==> src/rtl/sci_fifo.sv <==
// sci_fifo: MiniS08 buffered serial interface with tx/rx FIFOs,
// 16x receive oversampling, optional parity and sticky error flags.
module sci_fifo #(
    parameter int unsigned BAUD_DIV   = 27,
    parameter int unsigned FIFO_DEPTH = 8
) (
    input  logic       clk,
    input  logic       reset,
    input  logic       IOsel,
    input  logic [2:0] addr,
    input  logic       read,
    input  logic       write,
    input  logic [7:0] datain,
    output logic [7:0] dataout,
    input  logic       rxd,
    output logic       txd
);
    localparam int unsigned TW = (BAUD_DIV > 1) ? $clog2(BAUD_DIV) : 1;
    localparam logic [TW-1:0] TICK_MAX = TW'(BAUD_DIV - 1);
    localparam int unsigned AW = (FIFO_DEPTH > 1) ? $clog2(FIFO_DEPTH) : 1;
    localparam logic [AW:0] FULL_CNT = (AW+1)'(FIFO_DEPTH);

    typedef enum logic [2:0] {RIDLE, RSTART, RDATA, RPAR, RSTOP, RBRK} rx_st_e;
    typedef enum logic [2:0] {TIDLE, TSTART, TDATA, TPAR, TSTOP} tx_st_e;

    logic [TW-1:0] tick_cnt_q;
    logic          tick;
    logic [3:0]    acc, acc_q, fire;
    logic          pe_q, podd_q;
    logic          rx_s1_q, rx_s2_q;
    logic          or_q, pf_q, fe_q;
    rx_st_e        rx_st_q;
    logic [3:0]    rsub_q;
    logic [2:0]    rbit_q;
    logic [7:0]    rsh_q;
    logic          rpe_q, rpodd_q, rx_push_q;
    tx_st_e        tx_st_q;
    logic [3:0]    tsub_q;
    logic [2:0]    tbit_q;
    logic [7:0]    tsh_q;
    logic          tpe_q, tpodd_q, txd_q;
    logic          tx_load;
    logic [7:0]    status;

    // index 0 is the tx FIFO, index 1 the rx FIFO
    logic [1:0]      f_push, f_pop, f_empty, f_full;
    logic [1:0][7:0] f_din, f_head;

    assign f_din  = {rsh_q, datain};
    assign f_push = {rx_push_q, fire[2]};
    assign f_pop  = {fire[1], tx_load};

    for (genvar g = 0; g < 2; g++) begin : g_fifo
        logic [7:0]    mem_q [FIFO_DEPTH];
        logic [AW-1:0] wr_q, rd_q;
        logic [AW:0]   cnt_q;
        logic          do_push, do_pop;

        assign f_empty[g] = (cnt_q == '0);
        assign f_full[g]  = (cnt_q == FULL_CNT);
        assign f_head[g]  = mem_q[rd_q];
        assign do_pop     = f_pop[g] & ~f_empty[g];
        assign do_push    = f_push[g] & (~f_full[g] | do_pop);

        always_ff @(posedge clk) begin
            if (do_push) mem_q[wr_q] <= f_din[g];
        end

        always_ff @(posedge clk or posedge reset) begin
            if (reset) begin
                wr_q  <= '0;
                rd_q  <= '0;
                cnt_q <= '0;
            end else begin
                if (do_push) wr_q <= wr_q + AW'(1);
                if (do_pop) rd_q <= rd_q + AW'(1);
                cnt_q <= cnt_q + (AW+1)'(do_push) - (AW+1)'(do_pop);
            end
        end
    end

    assign tick = (tick_cnt_q == TICK_MAX);

    // bit0 status rd, bit1 data rd, bit2 data wr, bit3 control wr
    assign acc = {IOsel & write & (addr == 3'd7),
                  IOsel & write & (addr == 3'd6),
                  IOsel & read  & (addr == 3'd5),
                  IOsel & read  & (addr == 3'd4)};
    assign fire = acc & ~acc_q;

    assign status = {~f_full[0], f_empty[0] & (tx_st_q == TIDLE),
                     or_q, pf_q, fe_q, 2'b00, ~f_empty[1]};

    always_comb begin
        dataout = '0;
        if (IOsel && read) begin
            case (addr)
                3'd4:    dataout = status;
                3'd5:    dataout = f_empty[1] ? 8'h00 : f_head[1];
                3'd7:    dataout = {6'b0, podd_q, pe_q};
                default: dataout = '0;
            endcase
        end
    end

    always_ff @(posedge clk or posedge reset) begin
        if (reset) begin
            tick_cnt_q <= '0;
            acc_q      <= '0;
            pe_q       <= 1'b0;
            podd_q     <= 1'b0;
            rx_s1_q    <= 1'b1;
            rx_s2_q    <= 1'b1;
        end else begin
            tick_cnt_q <= tick ? '0 : tick_cnt_q + TW'(1);
            acc_q      <= acc;
            rx_s1_q    <= rxd;
            rx_s2_q    <= rx_s1_q;
            if (fire[3]) begin
                pe_q   <= datain[0];
                podd_q <= datain[1];
            end
        end
    end

    // Receiver: framing settings are captured at the start edge
    always_ff @(posedge clk or posedge reset) begin
        if (reset) begin
            rx_st_q   <= RIDLE;
            rsub_q    <= '0;
            rbit_q    <= '0;
            rsh_q     <= '0;
            rpe_q     <= 1'b0;
            rpodd_q   <= 1'b0;
            rx_push_q <= 1'b0;
            or_q      <= 1'b0;
            pf_q      <= 1'b0;
            fe_q      <= 1'b0;
        end else begin
            rx_push_q <= 1'b0;
            if (fire[0]) begin
                or_q <= 1'b0;
                pf_q <= 1'b0;
                fe_q <= 1'b0;
            end
            if (rx_push_q && f_full[1] && !fire[1]) or_q <= 1'b1;
            if (tick) begin
                rsub_q <= rsub_q + 4'd1;
                case (rx_st_q)
                    RIDLE: begin
                        rsub_q <= '0;
                        if (!rx_s2_q) begin
                            rx_st_q <= RSTART;
                            rpe_q   <= pe_q;
                            rpodd_q <= podd_q;
                        end
                    end
                    RSTART: if (rsub_q == 4'd7) begin
                        rsub_q  <= '0;
                        rbit_q  <= '0;
                        rx_st_q <= rx_s2_q ? RIDLE : RDATA;
                    end
                    RDATA: if (rsub_q == 4'd15) begin
                        rsh_q  <= {rx_s2_q, rsh_q[7:1]};
                        rbit_q <= rbit_q + 3'd1;
                        if (rbit_q == 3'd7) rx_st_q <= rpe_q ? RPAR : RSTOP;
                    end
                    RPAR: if (rsub_q == 4'd15) begin
                        if ((^rsh_q ^ rx_s2_q) != rpodd_q) pf_q <= 1'b1;
                        rx_st_q <= RSTOP;
                    end
                    RSTOP: if (rsub_q == 4'd15) begin
                        rx_push_q <= 1'b1;
                        if (!rx_s2_q) begin
                            fe_q    <= 1'b1;
                            rx_st_q <= RBRK;
                        end else begin
                            rx_st_q <= RIDLE;
                        end
                    end
                    RBRK:    if (rx_s2_q) rx_st_q <= RIDLE;
                    default: rx_st_q <= RIDLE;
                endcase
            end
        end
    end

    assign tx_load = tick & ~f_empty[0] &
                     ((tx_st_q == TIDLE) |
                      ((tx_st_q == TSTOP) & (tsub_q == 4'd15)));

    always_ff @(posedge clk or posedge reset) begin
        if (reset) begin
            tx_st_q <= TIDLE;
            tsub_q  <= '0;
            tbit_q  <= '0;
            tsh_q   <= '0;
            tpe_q   <= 1'b0;
            tpodd_q <= 1'b0;
            txd_q   <= 1'b1;
        end else if (tick) begin
            tsub_q <= tsub_q + 4'd1;
            if (tx_load) begin
                tx_st_q <= TSTART;
                tsub_q  <= '0;
                tsh_q   <= f_head[0];
                tpe_q   <= pe_q;
                tpodd_q <= podd_q;
                txd_q   <= 1'b0;
            end else if (tsub_q == 4'd15) begin
                case (tx_st_q)
                    TSTART: begin
                        tx_st_q <= TDATA;
                        tbit_q  <= '0;
                        txd_q   <= tsh_q[0];
                    end
                    TDATA: if (tbit_q == 3'd7) begin
                        tx_st_q <= tpe_q ? TPAR : TSTOP;
                        txd_q   <= tpe_q ? (^tsh_q ^ tpodd_q) : 1'b1;
                    end else begin
                        tbit_q <= tbit_q + 3'd1;
                        txd_q  <= tsh_q[tbit_q + 3'd1];
                    end
                    TPAR: begin
                        tx_st_q <= TSTOP;
                        txd_q   <= 1'b1;
                    end
                    default: begin
                        tx_st_q <= TIDLE;
                        txd_q   <= 1'b1;
                    end
                endcase
            end
        end
    end

    assign txd = txd_q;

endmodule
==> config.mk <==
export PLATFORM = sky130hd
export DESIGN_NAME = sci_fifo
export DESIGN_NICKNAME = d
export VERILOG_FILES = /design/src/rtl/sci_fifo.sv
export SDC_FILE = /design/constraint.sdc
export NUM_CORES = 1
export LEC_CHECK = 0
export CORE_MARGIN = 4
export CORE_UTILIZATION = 61
export CTS_CLUSTER_SIZE = 25
export DETAILED_ROUTE_END_ITERATION = 8
export GPL_ROUTABILITY_DRIVEN = 0
export HOLD_SLACK_MARGIN = 0.03
export MAX_ROUTING_LAYER = met4
export PLACE_DENSITY_LB_ADDON = 0.15
export SLEW_MARGIN = 20
export SYNTH_ARGS = -nofsm -noshare
export SYNTH_HDL_FRONTEND = slang
export SYNTH_SLANG_ARGS = --single-unit
==> constraint.sdc <==
create_clock -name clk -period 3.55 [get_ports clk]
set_input_delay 0.71 -clock clk [delete_from_list [all_inputs] [get_ports clk]]
set_output_delay 0.71 -clock clk [all_outputs]
set_load 0.03 [all_outputs]
* Word-level counts from Yosys, hierarchy flattened
Memory sizes are Yosys's and may differ from the RTL's. A register that Yosys moved wholly into a read port is not among the register bits.
Cells that the tools add are included.
** Storage, ports and cells
- Register bits after elaboration :: 70
- RAM bits :: 128
- Output and inout bits :: 9
- Memories :: 2
** Memories
- g_fifo[0].mem_q :: words 8, width 8, read ports 1, clocked after memory_dff 1, wr ports 1, RTL line 54 : logic [7:0] mem_q [FIFO_DEPTH];
- g_fifo[1].mem_q :: words 8, width 8, read ports 1, clocked after memory_dff 0, wr ports 1, RTL line 54
** Cells by class
- Add/sub/neg operators :: 13
- Order comparisons :: 1
- Equality and inequality tests :: 31
- Mux-type cells :: 54
- Bitwise logic cells :: 27
- Reduce and logical (&&, ||, !) cells :: 22
** Operators by type and width (number)
- 3-bit 2-to-1 mux :: 16
- 3-bit == test (second input constant) :: 9
- 1-bit 2-to-1 mux :: 24
- 8-bit one-hot mux with 3 select lines :: 1
- 3-bit by 1-bit adder with 3-bit output (second input constant) :: 6
- 3-bit one-hot mux with 6 select lines :: 1
- 4-bit == test (second input constant) :: 4
- 8-bit 2-to-1 mux :: 2
- 2-bit != test (second input constant) :: 8
- 8-bit parity :: 2
- 1-bit AND :: 14
- 3-bit by 2-bit == test with 1-bit output (second input constant) :: 4
- 3-bit one-hot mux with 2 select lines :: 2
- 3-bit one-hot mux with 3 select lines :: 1
- 3-bit AND reduction :: 3
- 4-bit by 1-bit adder with 4-bit output :: 2
- 4-bit by 1-bit adder with 4-bit output (second input constant) :: 2
- 4-bit zero test :: 2
- 4-bit 2-to-1 mux :: 2
- 4-bit one-hot mux with 2 select lines :: 1
- 8-bit AND reduction :: 1
- 2-bit nonzero test :: 4
- 4-bit by 1-bit subtractor with 4-bit output :: 2
- 3-bit by 1-bit == test with 1-bit output (second input constant) :: 2
- 21 further kinds :: 33

* Depth between registers and ports, before layout
- Depth after elaboration :: 9
- Gate-level depth with buffers :: 11
- Gate-level depth less buffers :: 11

* Least setup slack after synthesis
Ideal clock, no wire load.
- Kind :: input to register
- Start :: input addr[1]
- End :: memory g_fifo[1].mem_q[0][0], enable pin
- Setup time :: 0.395 ns
- Arrival time :: 2.364 ns
- Data required time :: 3.155 ns
- Setup slack :: 0.791 ns
- Cell stages on the path :: 5
- Buffers on the path :: 0
- Cells stage by stage :: nand3b_1 > or2_4 > o31ai_2 > nand2_2 > nor4_1
** On the way
- Cells in the longest elaborated chain, start to end :: 8
** Ends and longest elaborated chain
- start, declared :: RTL line 10 : input logic [2:0] addr,
- 3-bit == test :: RTL line 87 : IOsel & read & (addr == 3'd5),
- 1-bit AND :: RTL line 87
- 4-bit AND :: RTL line 89 : assign fire = acc & ~acc_q;
- 1-bit AND :: RTL line 62 : assign do_pop = f_pop[g] & ~f_empty[g];
- 1-bit OR :: RTL line 63 : assign do_push = f_push[g] & (~f_full[g] | do_pop);
- 1-bit AND :: RTL line 63
- 1-bit 2-to-1 mux :: RTL line 66 : if (do_push) mem_q[wr_q] <= f_din[g];
- 1-bit 2-to-1 mux (not written as such) :: RTL line 66
- end, declared :: RTL line 54
Every way passes these cells.

* Final worst setup path
- Start :: input addr[2]
- End :: output dataout[6]
** On the way
- Cells in the longest elaborated chain, start to end :: 3
** Ends and longest elaborated chain
- 3-bit == test :: RTL line 97 : case (addr)
- 8-bit one-hot mux with 3 select lines (*) :: RTL line 97
- 8-bit 2-to-1 mux (*) :: RTL line 96 : if (IOsel && read) begin
- end, declared :: RTL line 14 : output logic [7:0] dataout,
Every way passes the cells marked *; elsewhere a longest branch is shown, timed or not.

==> metrics.md <==
| Metric | Value |
|---|---|
| Post-synth ARST share | `0.3786` |
| Most frequent cell after synthesis | `edfxtp_1` |
| Post-Syn Area per Cell | `15.16 um2` |
| Die height | `between 100 and 150 um` |
| Number of vias per cell | `6.047` |
| Flip-flop and latch count after synthesis | `approximately 200` |
| Initial antenna violation count | `0` |
| PortBufs | `25` |
| Proportion of power drawn by combinational gates | `0.115` |
| Max Root-Sink Buffers | `3` |
| Crit Reg-Reg Startpoint | `g_fifo[0].cnt_q[2]` |
| Clock sinks | `about 200` |
| Die W | `129.3 um` |
| Internal power | `4310 uW` |
| Max_cap viols | `0` |
| Final wirelength | `around 17 mm` |
| Worst-path maximum fanout | `5` |
| Most used DFF post-synth | `edfxtp_1` |
| Status | `complete, no violations` |
| Layout cells sized above 1 | `0.2051` |
| Worst Path Required | `2.84 ns` |
| Worst Slack Setup Final | `approximately 0.11 ns` |
| Least-Margin Pin Slew | `0.8846 ns` |
| Synth warn | `0` |
| Worst-path clk slew | `roughly 0.060 ns` |
| Routed vias | `roughly 5.1k` |
| Hold_sp | `rx_s1_q` |
| Crit path DAT | `between 2 and 3 ns` |
| Synth top area share | `0.4282` |
| I/O pin cnt | `26` |
| Core area | `0.01448 mm2` |
| Startpoint types | `primary input` |
| GRT met1 Usage | `0.3039` |
| Fin. max-slew vios | `0` |
| Post-route cell area | `0.01029 mm2` |
| Total congestion overflow | `0` |
| Period minus WS final | `approximately 3.4 ns` |
| GR Util All Layers | `0.2237` |
| Layout overhead on the synthesized area | `14.61%` |
| Clock power frac | `0.386` |
| Gr busiest metal | `met2` |
| Switch share | `0.2395` |
| # Post-CTS Setup Buffers | `0` |
| Global-route wire length before repair | `roughly 28 mm` |
| Final worst path period share | `0.9698` |
| Post-DRT Antenna Nets | `0` |
| Sw Pwr | `about 1400 uW` |
| Placed cell areas | `0.009584 mm2` |
| Root buf cell | `clkbuf_16` |
| Clock Skew | `0.007737 ns` |
| Cells after Synth | `592` |
| CTS tree | `done` |
| Slew HR | `0.4102` |
| # setup viols final | `0` |
| Met3 Use GR | `0.03586` |
| Setup crit end kind | `output port` |
| Number of global-route vias before repair | `5253` |
| Diodes inserted | `0` |
| Row count | `44` |
| Yosys top cell by area | `edfxtp_1` |
| Sequential share of the synthesized area | `0.6460` |
| Power per cell area | `approximately 550 mW/mm2` |
| Initial DRC Count | `between 500 and 600` |
| Mapped Area | `between 0.008 and 0.009 mm2` |
| Worst skew pair latency | `between 0.4 and 0.5 ns` |
| Pin count of the biggest net entering global routing | `between 40 and 50` |
| Pleak | `0.004108 uW` |
| CTS Buf Count | `21` |
| EDFF count, synth | `between 100 and 150` |
| VDD IR max | `around 0.4 mV` |
| Hold Path Class | `reg -> reg` |
| Number of remaining DRC errors | `0` |
| CP Launch Point | `addr[2]` |
| Setup WS pre-CTS | `-0.05599 ns` |
| Synth cell count leaders | `128 x edfxtp_1, 75 x dfrtp_1, 45 x nand2_1, 34 x mux4_2, 33 x nor2_1` |
| Starting Density | `0.6200` |
| Met2 Use GR | `0.3649` |
| Area contributors post-synth | `edfxtp_1 43%, dfrtp_1 21%, mux4_2 8.5%` |
| DP Wirelength | `around 11 mm` |
| Setup CP Type | `in -> out` |
| Fmax | `between 200 and 300 MHz` |
| Nets | `690` |
| Synth Net Count | `634` |
| Unrepaired setup endpoints after global routing | `no` |
| Endpoints failing hold | `0` |
| Wire per inst | `20.21 um` |
| H-tree depth | `1` |
| Synth cell types | `just over 60` |
| Sequential Power Share | `0.499` |
| Die area | `approximately 0.017 mm2` |
| DRT Pass-1 Iters | `6` |
==> metal layers <==
layer | vias to the layer above | part of all wire
li1 | 2345 | -
met1 | 2617 | 0.43
met2 | 132 | 0.50
met3 | 28 | 0.055
met4 | 0 | 0.012
met5 | - | 0
==> worst max-delay path: stages <==
cell             delay (ns)
clkdlybuf4s50_1        0.54
nand2b_1               0.12
nor2_1                 0.30
nand3_1                0.13
a21oi_1                0.22
clkdlybuf4s50_1        0.70
==> kinds of logic after synthesis <==
logic type,synth area share
fa+ha+maj,0.03652
simple gates,0.08571
flops,0.6460
mux,0.1344
compound gates,0.04390
buf+inv,0.01882
xor+xnor,0.03470
==> path summary, 6_finish.rpt <==
check / to / slack, ns / depth (start not counted)
max: dataout[6] / 0.11 / 6
max in group asynchronous: rx_s1_q / 2.10 / 3
min: rx_s2_q / 0.37 / 0
min in group asynchronous: g_fifo[0].cnt_q[0] / 0.68 / 2
max reg2reg: g_fifo[0].cnt_q[1] / 0.79 / 9
min reg2reg: rx_s2_q / 0.37 / 0
==> cell usage in the layout (no fill, tap or decap), drive strengths merged, types with 10 or more instances in the layout <==
| master | count |
|---|---|
| nor2 | 33 |
| buf | 28 |
| dfrtp | 75 |
| xnor2 | 23 |
| xor2 | 10 |
| inv | 19 |
| mux2 | 26 |
| mux4 | 34 |
| a21oi | 13 |
| ha | 23 |
| clkdlybuf4s50 | 22 |
| nor3 | 16 |
| nand2 | 47 |
| o21ai | 24 |
| clkbuf | 24 |
| edfxtp | 128 |
| mux2i | 14 |
==> power by group through the flow <==
stage	clock [uW]	combinational [uW]	sequential, uW
floorplan	0	559	2780
global placement	0	620	2870
detailed placement	0	656	2870
CTS	2220	663	2830
global route	2340	735	2850
finish	2190	654	2830
==> repair_timing <==
action,CTS,global route
gates resized for setup,4,3
setup endpoints to repair,7,3
endpoints found under the hold margin,0,0
cloned,0,0
hold buffers,0,0
==> cell type report <==
cell class	count	area, um2
Sequential cell	206	5801
Fill cell	922	4190
Multi-Input combinational cell	347	3022
Clock buffer	24	536.8
Timing Repair Buffer	53	476.7
Tap cell	184	230.2
Clock inverter	14	150.1
Inverter	19	72.57
==> through the flow <==
step                cells  total power [uW]  setup TNS [ns]  hold WS [ns]  utilization
floorplan             592              3340               0        0.3452            -
global placement      809              3488               0        0.3642       0.6619
detailed placement    809              3528        -0.05599        0.3638       0.6619
CTS                   847              5715               0        0.3724       0.7099
global route          847              5920               0        0.3699       0.7106
finish                847              5668               0        0.3728       0.7106
==> registers in the layout, indices dropped and copies added (netlist names), 3 cells and up <==
name	cells
g_fifo.mem_q	128
g_fifo.cnt_q	8
rsh_q	8
tsh_q	8
g_fifo.rd_q	6
g_fifo.wr_q	6
tick_cnt_q	5
acc_q	4
rsub_q	4
tsub_q	4
rbit_q	3
rx_st_q	3
tbit_q	3
tx_st_q	3
Note: power is estimated with default switching activity, not from simulation.
